### src/rtl/fp_normalize.sv
// Two-stage significand normalizer: S1 captures the operand and its leading-zero
// count, S2 shifts left and registers the rounding-ready significand.
module fp_normalize #(
    parameter int WIDTH     = 24,
    parameter int IN_WIDTH  = 48,
    parameter int EXP_WIDTH = 10
) (
    input  logic                 clk,
    input  logic                 rst_n,
    input  logic                 in_valid,
    output logic                 in_ready,
    input  logic [IN_WIDTH-1:0]  in_sig,
    input  logic [EXP_WIDTH-1:0] in_exp,
    input  logic                 in_sign,
    input  logic                 in_sticky,
    output logic                 out_valid,
    input  logic                 out_ready,
    output logic [WIDTH-1:0]     out_sig,
    output logic                 out_round,
    output logic                 out_sticky,
    output logic [EXP_WIDTH-1:0] out_exp,
    output logic                 out_sign,
    output logic                 out_zero
);

    localparam int LZW = $clog2(IN_WIDTH + 1);
    localparam int CW  = ((EXP_WIDTH > LZW) ? EXP_WIDTH : LZW) + 1;

    logic                 s1_valid;
    logic [IN_WIDTH-1:0]  s1_sig;
    logic [EXP_WIDTH-1:0] s1_exp;
    logic                 s1_sign;
    logic                 s1_sticky;
    logic [LZW-1:0]       s1_lzc;
    logic                 s2_valid;
    logic                 s2_ready;
    logic [LZW-1:0]       lzc;

    assign s2_ready  = !s2_valid || out_ready;
    assign in_ready  = !s1_valid || s2_ready;
    assign out_valid = s2_valid;

    // Last hit wins, so the highest set bit determines the count.
    always_comb begin
        lzc = LZW'(IN_WIDTH);
        for (int i = 0; i < IN_WIDTH; i++) begin
            if (in_sig[i]) lzc = LZW'(IN_WIDTH - 1 - i);
        end
    end

    always_ff @(posedge clk or negedge rst_n) begin
        if (!rst_n) begin
            s1_valid  <= 1'b0;
            s1_sig    <= '0;
            s1_exp    <= '0;
            s1_sign   <= 1'b0;
            s1_sticky <= 1'b0;
            s1_lzc    <= '0;
        end else if (in_ready) begin
            s1_valid <= in_valid;
            if (in_valid) begin
                s1_sig    <= in_sig;
                s1_exp    <= in_exp;
                s1_sign   <= in_sign;
                s1_sticky <= in_sticky;
                s1_lzc    <= lzc;
            end
        end
    end

    logic [CW-1:0]        exp_w;
    logic [CW-1:0]        lzc_w;
    logic [LZW-1:0]       shift;
    logic [EXP_WIDTH-1:0] nexp;
    logic                 is_zero;
    logic [IN_WIDTH-1:0]  t;

    assign exp_w   = CW'(s1_exp);
    assign lzc_w   = CW'(s1_lzc);
    assign is_zero = (s1_sig == '0);

    // Subnormal targets stop shifting once the exponent would reach 1.
    always_comb begin
        shift = '0;
        nexp  = '0;
        if (is_zero) begin
            shift = '0;
            nexp  = '0;
        end else if (exp_w > lzc_w) begin
            shift = s1_lzc;
            nexp  = EXP_WIDTH'(exp_w - lzc_w);
        end else if (s1_exp != '0) begin
            shift = LZW'(exp_w - CW'(1));
        end
    end

    assign t = s1_sig << shift;

    always_ff @(posedge clk or negedge rst_n) begin
        if (!rst_n) begin
            s2_valid   <= 1'b0;
            out_sig    <= '0;
            out_round  <= 1'b0;
            out_sticky <= 1'b0;
            out_exp    <= '0;
            out_sign   <= 1'b0;
            out_zero   <= 1'b0;
        end else if (s2_ready) begin
            s2_valid <= s1_valid;
            if (s1_valid) begin
                out_sig    <= t[IN_WIDTH-1 -: WIDTH];
                out_round  <= t[IN_WIDTH-WIDTH-1];
                out_sticky <= (|t[IN_WIDTH-WIDTH-2:0]) | s1_sticky;
                out_exp    <= nexp;
                out_sign   <= s1_sign;
                out_zero   <= is_zero;
            end
        end
    end

endmodule

### config.mk
export PLATFORM = sky130hd
export DESIGN_NAME = fp_normalize
export DESIGN_NICKNAME = d
export VERILOG_FILES = /design/src/rtl/fp_normalize.sv
export SDC_FILE = /design/constraint.sdc
export NUM_CORES = 1
export LEC_CHECK = 0
export ABC_AREA = 1
export CAP_MARGIN = 5
export CORE_MARGIN = 10
export CORE_UTILIZATION = 30
export CTS_CLUSTER_DIAMETER = 30
export DETAILED_ROUTE_END_ITERATION = 16
export PLACE_DENSITY_LB_ADDON = 0.08
export SLEW_MARGIN = 20
export SYNTH_ARGS = -nofsm -noshare
export SYNTH_HDL_FRONTEND = slang
export SYNTH_SLANG_ARGS = --single-unit
### constraint.sdc
create_clock -name clk -period 7.7 [get_ports clk]
set_clock_uncertainty 0.1 [all_clocks]
set_input_delay 1.155 -clock clk [delete_from_list [all_inputs] [get_ports clk]]
set_output_delay 1.155 -clock clk [all_outputs]
set_load 0.03 [all_outputs]
==> impl_summary.md, run 1 <==
Job
Across the run, the number of max-cap violations was 0.

Cells and area
The post-layout utilization of the core is roughly 37%. Excluding fillers, the count of instances in the completed layout stands at around 1600. The top cell types in the final layout, fill and taps aside, are sky130_fd_sc_hd__nand2_1 (380), sky130_fd_sc_hd__o21ai_0 (173), sky130_fd_sc_hd__inv_1 (126). The finished cells cover a little over 9000 um^2. 0 antenna diodes ended up in the layout. The most common cell after layout, fill and taps aside is sky130_fd_sc_hd__nand2_1. The net count of the finished layout is approximately 1300. The layout-stage area growth over the synthesis result is 19.9%.

Fill cells in the final layout number around 2800. Of the cells placed in the final design, the portion with a size suffix greater than 1 is about 5.1%.

Global routing
For this run the aggregate overflow at the end of global routing stands at 0. The pin count of the biggest net entering global routing is between 90 and 100. For this run, the total global-route usage over all layers was measured as 15.1%. The first global-routing pass estimated 40.4 mm of wire. The initial antenna violation count is 0. The number of global-route vias before repair was 7316.

Clock tree
In this run the deepest clock path goes through 2 buffers. The clock-pin transition on the worst setup and hold timing paths is 80 ps. The root buffer cell chosen for the clock tree is sky130_fd_sc_hd__clkbuf_16.

The number of clock buffers inserted by TritonCTS is 9. The cts-stage hold buffer count is 0. The number of setup buffers added after CTS is 0. The total number of H-tree levels is 3. The clock net in this run drives a total of between 100 and 150 sinks.

The post-cts sizing count is 0. At the later pin of the worst-skew pair, clock insertion delay measures between 300 and 400 ps. TritonCTS built the clock tree.

STA
The setup violation total in the final timing report is 0. The remaining max-slew budget at the tightest pin is around 32%. The worst path uses about 64% of the clock period. At the pin with the least slew margin, the transition time is 1010 ps. The maximum frequency from static timing analysis is just over 200 MHz.

The final max-slew violation count is 0. The summed negative setup slack over all endpoints is 0 ps. Setup repair after global routing left no endpoint under its margin.

Counting I/O delays and the setup requirement, the final critical path takes ~5000 ps. The final-report hold violation count is 0.

Floorplan
For this configuration, the core starts out at a cell density of between 30% and 40%. In this run the count of I/O pins placed on the die edge is 104. In this run the standard cell core region covers roughly 25000 um^2. The overall die area is around 32000 um^2. Measured along the x axis, the die boundary spans 180 um. The floorplan step set the die height to about 180 um. The number of rows created at floorplan is 58.

Power and ir drop
Dividing total power by cell area gives a power density of roughly 290 nW/um^2. In this run the static leakage power is 4.33 nW. The sum of internal, switching and leakage power is ~2.7 mW.

VDD sags by at most around 0.12 mV.

Synth
The synthesized net count is between 1000 and 1500. The number of distinct library cells after synthesis is 51. Of the synthesized area, sequential elements account for between 30 and 40%. The mean area per synthesized cell is 6.59 um^2.

The count of mapped cells out of synthesis is about 1200. The yosys synthesis warning count is 0. The number of synthesized register bits is 106. The cell area after technology mapping is 7680 um^2.

Routing
The first TritonRoute pass finished after 5 iterations. Summed over all layers, the routed wires come to 24.9 mm. After detailed routing, the number of vias per cell comes to 4.78. The detail route stage leaves a number of antenna-violating nets equal to 0.

In the final routed layout, each cell accounts on average for around 16 um. In the routed design, unresolved DRC markers number 0. The detailed router placed roughly 7500 vias in this run. The number of DRC markers in iteration 0 is between 400 and 500.

Critical path
The launch point of the worst reg-to-reg path is s1_exp[0]. The library cell appearing most often on the critical path is sky130_fd_sc_hd__nand2_1. The number of cells traversed by the worst register-to-register path is 24. At the worst endpoint, the arrival time is 5050 ps.

The data required time of the critical path is around 7800 ps. The largest single stage delay on the critical path is approximately 550 ps. STA classifies the critical path endpoint as a flop. The critical path is of the flop to flop type.

Along the worst path, the maximum fanout reaches between 60 and 70. In this run the critical register-to-register path is captured at out_sticky. The flop-to-flop setup slack is ~2800 ps. Walking the worst path, the cells encountered are inv_1 > ha_1 > inv_1 > fa_1 > nand3_1 > nand2_1 > nand2_2 > nand3_2 > o21ai_2 > nand2_2 > inv_2 > or2_1 > nand3_4 > inv_2 > o21ai_0 > mux2i_1 > nand2_1 > o21ai_1 > nand2_1 > o21ai_0 > nand4_1 > o32a_1 > o41ai_2 > o211ai_1. The launching element type of the critical path is a flop. The gate family responsible for the most delay along the worst path is simple AND/OR/NAND/NOR gates.

The number of buffers and inverters on the critical path is 4. The cell type of the slowest stage on the worst timing path is sky130_fd_sc_hd__nand3_4.

Placed design
The instance count after placement with tap cells included is 1544. In this run the cell area measured after placement is between 8000 and 9000 um^2. The quantity of I/O buffers inserted on ports is between 100 and 150. At the end of routability-driven placement, the weighted congestion stood at about 0.92. Summed over all nets, the half-perimeter wirelength after detailed placement is 19.2 mm.

Min path
The type of the tightest min-delay check is flop to flop. Counting instances, the worst hold path has a depth of 2. The worst hold path terminates at out_sig[14]. In this run the most critical hold path is launched from out_sig[14].

Run status
The run finished with clean final reports.
worst min-delay path, cell delays in order (launching register included):
cell                      delay, ps
sky130_fd_sc_hd__dfrtp_1        350
sky130_fd_sc_hd__nand2_1         50
sky130_fd_sc_hd__nand2_1         50
power breakdown:
group	internal (mW)	switching, mW
Clock	0.289	0.233
Combinational	0.481	0.892
Sequential	0.697	0.104
Total	1.47	1.23
sequential cells by signal, summed over array words and instances, names as in the netlist, 6 cells and up:
signal / count
s1_exp: 10
s1_sig: 48
out_exp: 10
out_sig: 24
s1_lzc: 6
routing by layer:
layer	share of wire, %	track usage (%)	vias to the layer above
li1	-	-	3943
met1	49	20.6	3379
met2	46	24.7	118
met3	3.5	2.01	15
met4	1.1	3.81	0
met5	0	0	-
cells in the mapped netlist (all sizes together):
| cell type | instances | area share (%) |
|---|---|---|
| mux2i | 14 | 1.8 |
| a31o | 1 | 0.11 |
| buf | 28 | 2.5 |
| clkinv | 2 | 0.098 |
| or2 | 4 | 0.33 |
| a32o | 3 | 0.39 |
| o31ai | 2 | 0.20 |
| xor2 | 5 | 0.57 |
| o22ai | 7 | 0.57 |
| xnor2 | 4 | 0.46 |
| o221ai | 4 | 0.46 |
| a41oi | 1 | 0.11 |
| a31oi | 14 | 1.1 |
| o311ai | 3 | 0.34 |
| o41ai | 1 | 0.21 |
| a21oi | 17 | 1.1 |
| nor3 | 15 | 1.0 |
| a311oi | 1 | 0.11 |
| inv | 135 | 6.6 |
| and2 | 1 | 0.081 |
| o211ai | 20 | 2.1 |
| o21ai | 214 | 14 |
| o22a | 1 | 0.11 |
| nand3 | 29 | 2.1 |
| a21boi | 1 | 0.098 |
| fa | 1 | 0.26 |
| nand2 | 386 | 19 |
| dfrtp | 106 | 35 |
| nor4 | 12 | 1.1 |
| nand3b | 1 | 0.098 |
| ha | 7 | 1.1 |
| clkbuf | 35 | 1.7 |
| o32a | 1 | 0.13 |
| nor2 | 78 | 3.8 |
| nand4 | 10 | 0.81 |
| a211oi | 2 | 0.20 |
area by class of cell:
type / instances / area [um^2] / share of cell area (%)
well taps: 330 / 413 / 4.48
clock buffers: 9 / 225 / 2.45
clock inverters: 7 / 101 / 1.10
inverters: 137 / 514 / 5.59
flip-flops and latches: 106 / 2650 / 28.8
repair buffers: 111 / 1090 / 11.8
multi-input cells: 860 / 4210 / 45.7
worst max path at each step:
stage	from	to	cells after the start	slack (ps)
floorplan	s1_exp[0]	out_sig[22]	25	4260
global placement	s1_exp[0]	out_sticky	24	2860
detailed placement	s1_exp[0]	out_sticky	24	2780
CTS	s1_exp[0]	out_sticky	24	2760
global route	s1_exp[0]	out_sticky	24	2170
finish	s1_exp[0]	out_sticky	24	2780
logic make-up (layout without fill, tap and decap cells):
family	Yosys count	count (layout)	synth area share, %
AOI/OAI and AO/OA	293	293	21.9
xor gates and xnor gates	9	9	1.03
and+or+nand+nor	536	536	28.5
adders and majority gates	8	8	1.40
muxes	14	14	1.82
buffers and inverters	200	264	10.9
DFF	106	106	34.5
stage by stage:
step | hold WS [ps] | worst slack [ps]
final | 382 | 2780
after floorplan | 353 | 4260
after CTS | 388 | 2760
after global routing | 408 | 2170
after global placement | 367 | 2860
after detailed placement | 365 | 2780
Note: power is estimated with default switching activity, not from simulation.
==> inputs of run 2 (changes only) <==
Clock period 7.7 ns to 5 ns, I/O delays scaled along.
==> run 2 against run 1 <==
  * Non-clock buffer count is 9 higher
  * Register-to-register slack worse by 2100 ps
  * Via count is 0.60% higher
  * Count of clock-buffer cells in the layout stayed put
  * Critical path depth is 3 lower
  * Worst hold slack worse by 3.8 ps
  * Worst setup slack worse by 2100 ps
  * Global-route usage is 0.22 points higher
  * Clock power is 45% higher
  * Critical path type unchanged
  * Fmax is 14% higher
==> impl_summary.md, run 2 (same netlist as run 1, synthesis figures left out) <==
Job
The tool flagged a number of max-cap violations equal to 0.

Routing
The sum of routed wire length over all layers is 25.1 mm. The number of DRC markers in iteration 0 is 544. The count of nets left with antenna violations once routing finished came out at 0. The post-route DRC violation count is 0. After detailed routing, the average wire length per cell comes to 16.0 um. The count of TritonRoute iterations in the first routing pass is 7.

The count of vias placed by the detailed router is 7500. Dividing the detail-routed via count by the number of cells gives roughly 4.8.

Placed design
During placement, the flow inserted port buffers numbering about 100. In this run the cell area measured after placement is approximately 9000 um^2. The total half-perimeter wirelength after legalization and detailed placement is ~20 mm. The instance count after placement with tap cells included is ~1600.

The congestion estimate from routability-driven global placement came to ~0.9. The worst-case setup slack after placement is 703 ps.

Floorplan
The initial cell density of the core is 30.5%. The floorplan step set the die height to roughly 180 um. The horizontal die dimension is around 180 um. between 100 and 150 I/O pins were placed.

The total area inside the core boundary comes to ~25000 um^2. The initialized floorplan defines between 50 and 60 standard-cell rows. The die covers approximately 32000 um^2.

Clock tree
The clock network latency to the later pin of the worst-skew pair is around 360 ps. The cts-stage hold buffer count is 0. The post-cts sizing count is 0. The cell at the root of the clock tree is sky130_fd_sc_hd__clkbuf_16.

The clock-pin transition on the worst setup and hold timing paths is about 80 ps. The number of buffers on the longest clock path is 2. The number of setup buffers added after CTS is 0. The sink count of the clock tree is 106.

TritonCTS built the clock tree. Counting the buffers created by CTS gives 9. The total number of H-tree levels is 3.

STA
The worst slack on hold paths is 378 ps. The final-report hold violation count is 0. The remaining max-slew budget at the tightest pin is a little over a third. The final max-slew violation count was 0.

The setup violation total in the final timing report is 0. In the post-route analysis, the smallest setup slack over all paths is roughly 700 ps. The summed negative setup slack over all endpoints is 0 ps. The slew at the pin with the worst max-slew slack is 958 ps. The maximum frequency from static timing analysis is ~230 MHz. Counting I/O delays and the setup requirement, the final critical path takes ~4300 ps. Setup repair after global routing left no endpoint under its margin.

The ratio of final minimum period to clock period is approximately 86%.

Cells and area
The flip-flop count of the largest register, all copies and words added is 48. In the final layout, the registers with the most flip-flops are s1_sig (48), out_sig (24). The layout-stage area growth over the synthesis result is 20.9%. Of the cells placed in the final design, the portion with a size suffix greater than 1 is a little under 6%. The post-layout utilization of the core is a little under two fifths. For this run, the post-layout net count is approximately 1300.

The most common cell after layout, fill and taps aside is sky130_fd_sc_hd__nand2_1. Fill cells in the final layout number 2819. The antenna diode count is 0. The top cell types in the final layout, fill and taps aside, are sky130_fd_sc_hd__nand2_1 (380), sky130_fd_sc_hd__o21ai_0 (173), sky130_fd_sc_hd__inv_1 (126).

Summing all non-filler instances in the final layout gives an area of between 9000 and 10000 um^2. The register name with the most flops is s1_sig. The finished layout holds 1569 standard cells, fillers aside.

Power and ir drop
Power spread over the standard cell area amounts to roughly 450 nW/um^2. VDD sags by at most approximately 0.26 mV. The total internal power is about 2.2 mW. The share of total power dissipated in the clock network is a little under a fifth.

The sum of internal, switching and leakage power is about 4.1 mW. The sequential share of power is between 20% and 30%. The share of total power dissipated in combinational logic is between 50% and 60%. Summed over all nets, the switching power comes to 1.91 mW.

The leakage dissipation is approximately 4.4 nW. In this run switching power makes up between 40% and 50% of total power.

Critical path
The type of the worst setup path is flop to flop. Data on the critical path is required at its endpoint by approximately 5100 ps. The worst register-to-register path has a setup slack of around 700 ps. The highest net fanout along the worst path is just under 60.

The launching element type of the critical path is a flop. The arrival time reported for the critical path endpoint is 4430 ps. The worst setup path is captured at a flop.

Global routing
The initial antenna violation count is 0. The global router's overall resource usage is between 15 and 20%. Entering global routing, the biggest net connects 97 pins. The number of global-route vias before repair is between 7000 and 8000.

The remaining global-route overflow is 0. The first global-routing pass estimated approximately 41 mm of wire.

Min path
The type of the tightest min-delay check is input port to async pin.

Run status
The flow ran to the end, and the final reports show no timing, DRC or antenna violations.
==> run 2: layer usage <==
| layer | track usage, % | wire [um] | vias to the layer above |
|---|---|---|---|
| met2 | 25.6 | 11700 | 91 |
| met5 | 0 | 0 | - |
| met4 | 3.67 | 339 | 0 |
| met3 | 2.53 | 761 | 15 |
| li1 | - | - | 3950 |
| met1 | 20.2 | 12300 | 3444 |
==> run 2: worst paths after layout <==
path                                  from    endpoint  cells past startpoint
worst max-delay path             s1_exp[0]  out_sticky                     21
worst min-delay path                 rst_n   s1_sig[1]                      1
worst max register to register   s1_exp[0]  out_sticky                     21
worst min register to register  out_sig[7]  out_sig[7]                      2
max in group asynchronous            rst_n  s1_sig[10]                      2
min in group clk                out_sig[7]  out_sig[7]                      2
==> run 2: worst max-delay path, stage by stage (launching register included) <==
cell and delay [ps]:
sky130_fd_sc_hd__dfrtp_1 390, sky130_fd_sc_hd__inv_1 120, sky130_fd_sc_hd__ha_1 180, sky130_fd_sc_hd__inv_1 60, sky130_fd_sc_hd__fa_1 400, sky130_fd_sc_hd__nand3_1 90, sky130_fd_sc_hd__nand2_1 90, sky130_fd_sc_hd__nand2_2 80
sky130_fd_sc_hd__nand3_2 80, sky130_fd_sc_hd__o21ai_2 80, sky130_fd_sc_hd__nand2_2 90, sky130_fd_sc_hd__inv_2 190, sky130_fd_sc_hd__o21ai_1 150, sky130_fd_sc_hd__o211ai_4 110, sky130_fd_sc_hd__buf_4 470, sky130_fd_sc_hd__o21ai_0 290
sky130_fd_sc_hd__nand2_1 150, sky130_fd_sc_hd__nor2_1 70, sky130_fd_sc_hd__nor4_1 320, sky130_fd_sc_hd__a31oi_1 150, sky130_fd_sc_hd__o41ai_2 340, sky130_fd_sc_hd__o211ai_1 120
==> run 2: power groups by stage <==
stage | Combinational (mW) | Clock [mW] | Sequential, mW
finish | 2.15 | 0.759 | 1.23
global route | 2.40 | 0.813 | 1.27
CTS | 2.18 | 0.788 | 1.24
detailed placement | 2.17 | 0 | 1.25
global placement | 2.18 | 0 | 1.25
floorplan | 1.10 | 0 | 1.50
==> run 2: area by class of cell <==
cell class | instances | area, um^2 | area share [%]
clock buffers | 9 | 225 | 2.43
clock inverters | 7 | 85.1 | 0.917
inverters | 137 | 514 | 5.54
multi-input cells | 860 | 4210 | 45.4
flip-flops and latches | 106 | 2650 | 28.6
well taps | 330 | 413 | 4.45
repair buffers | 120 | 1180 | 12.7
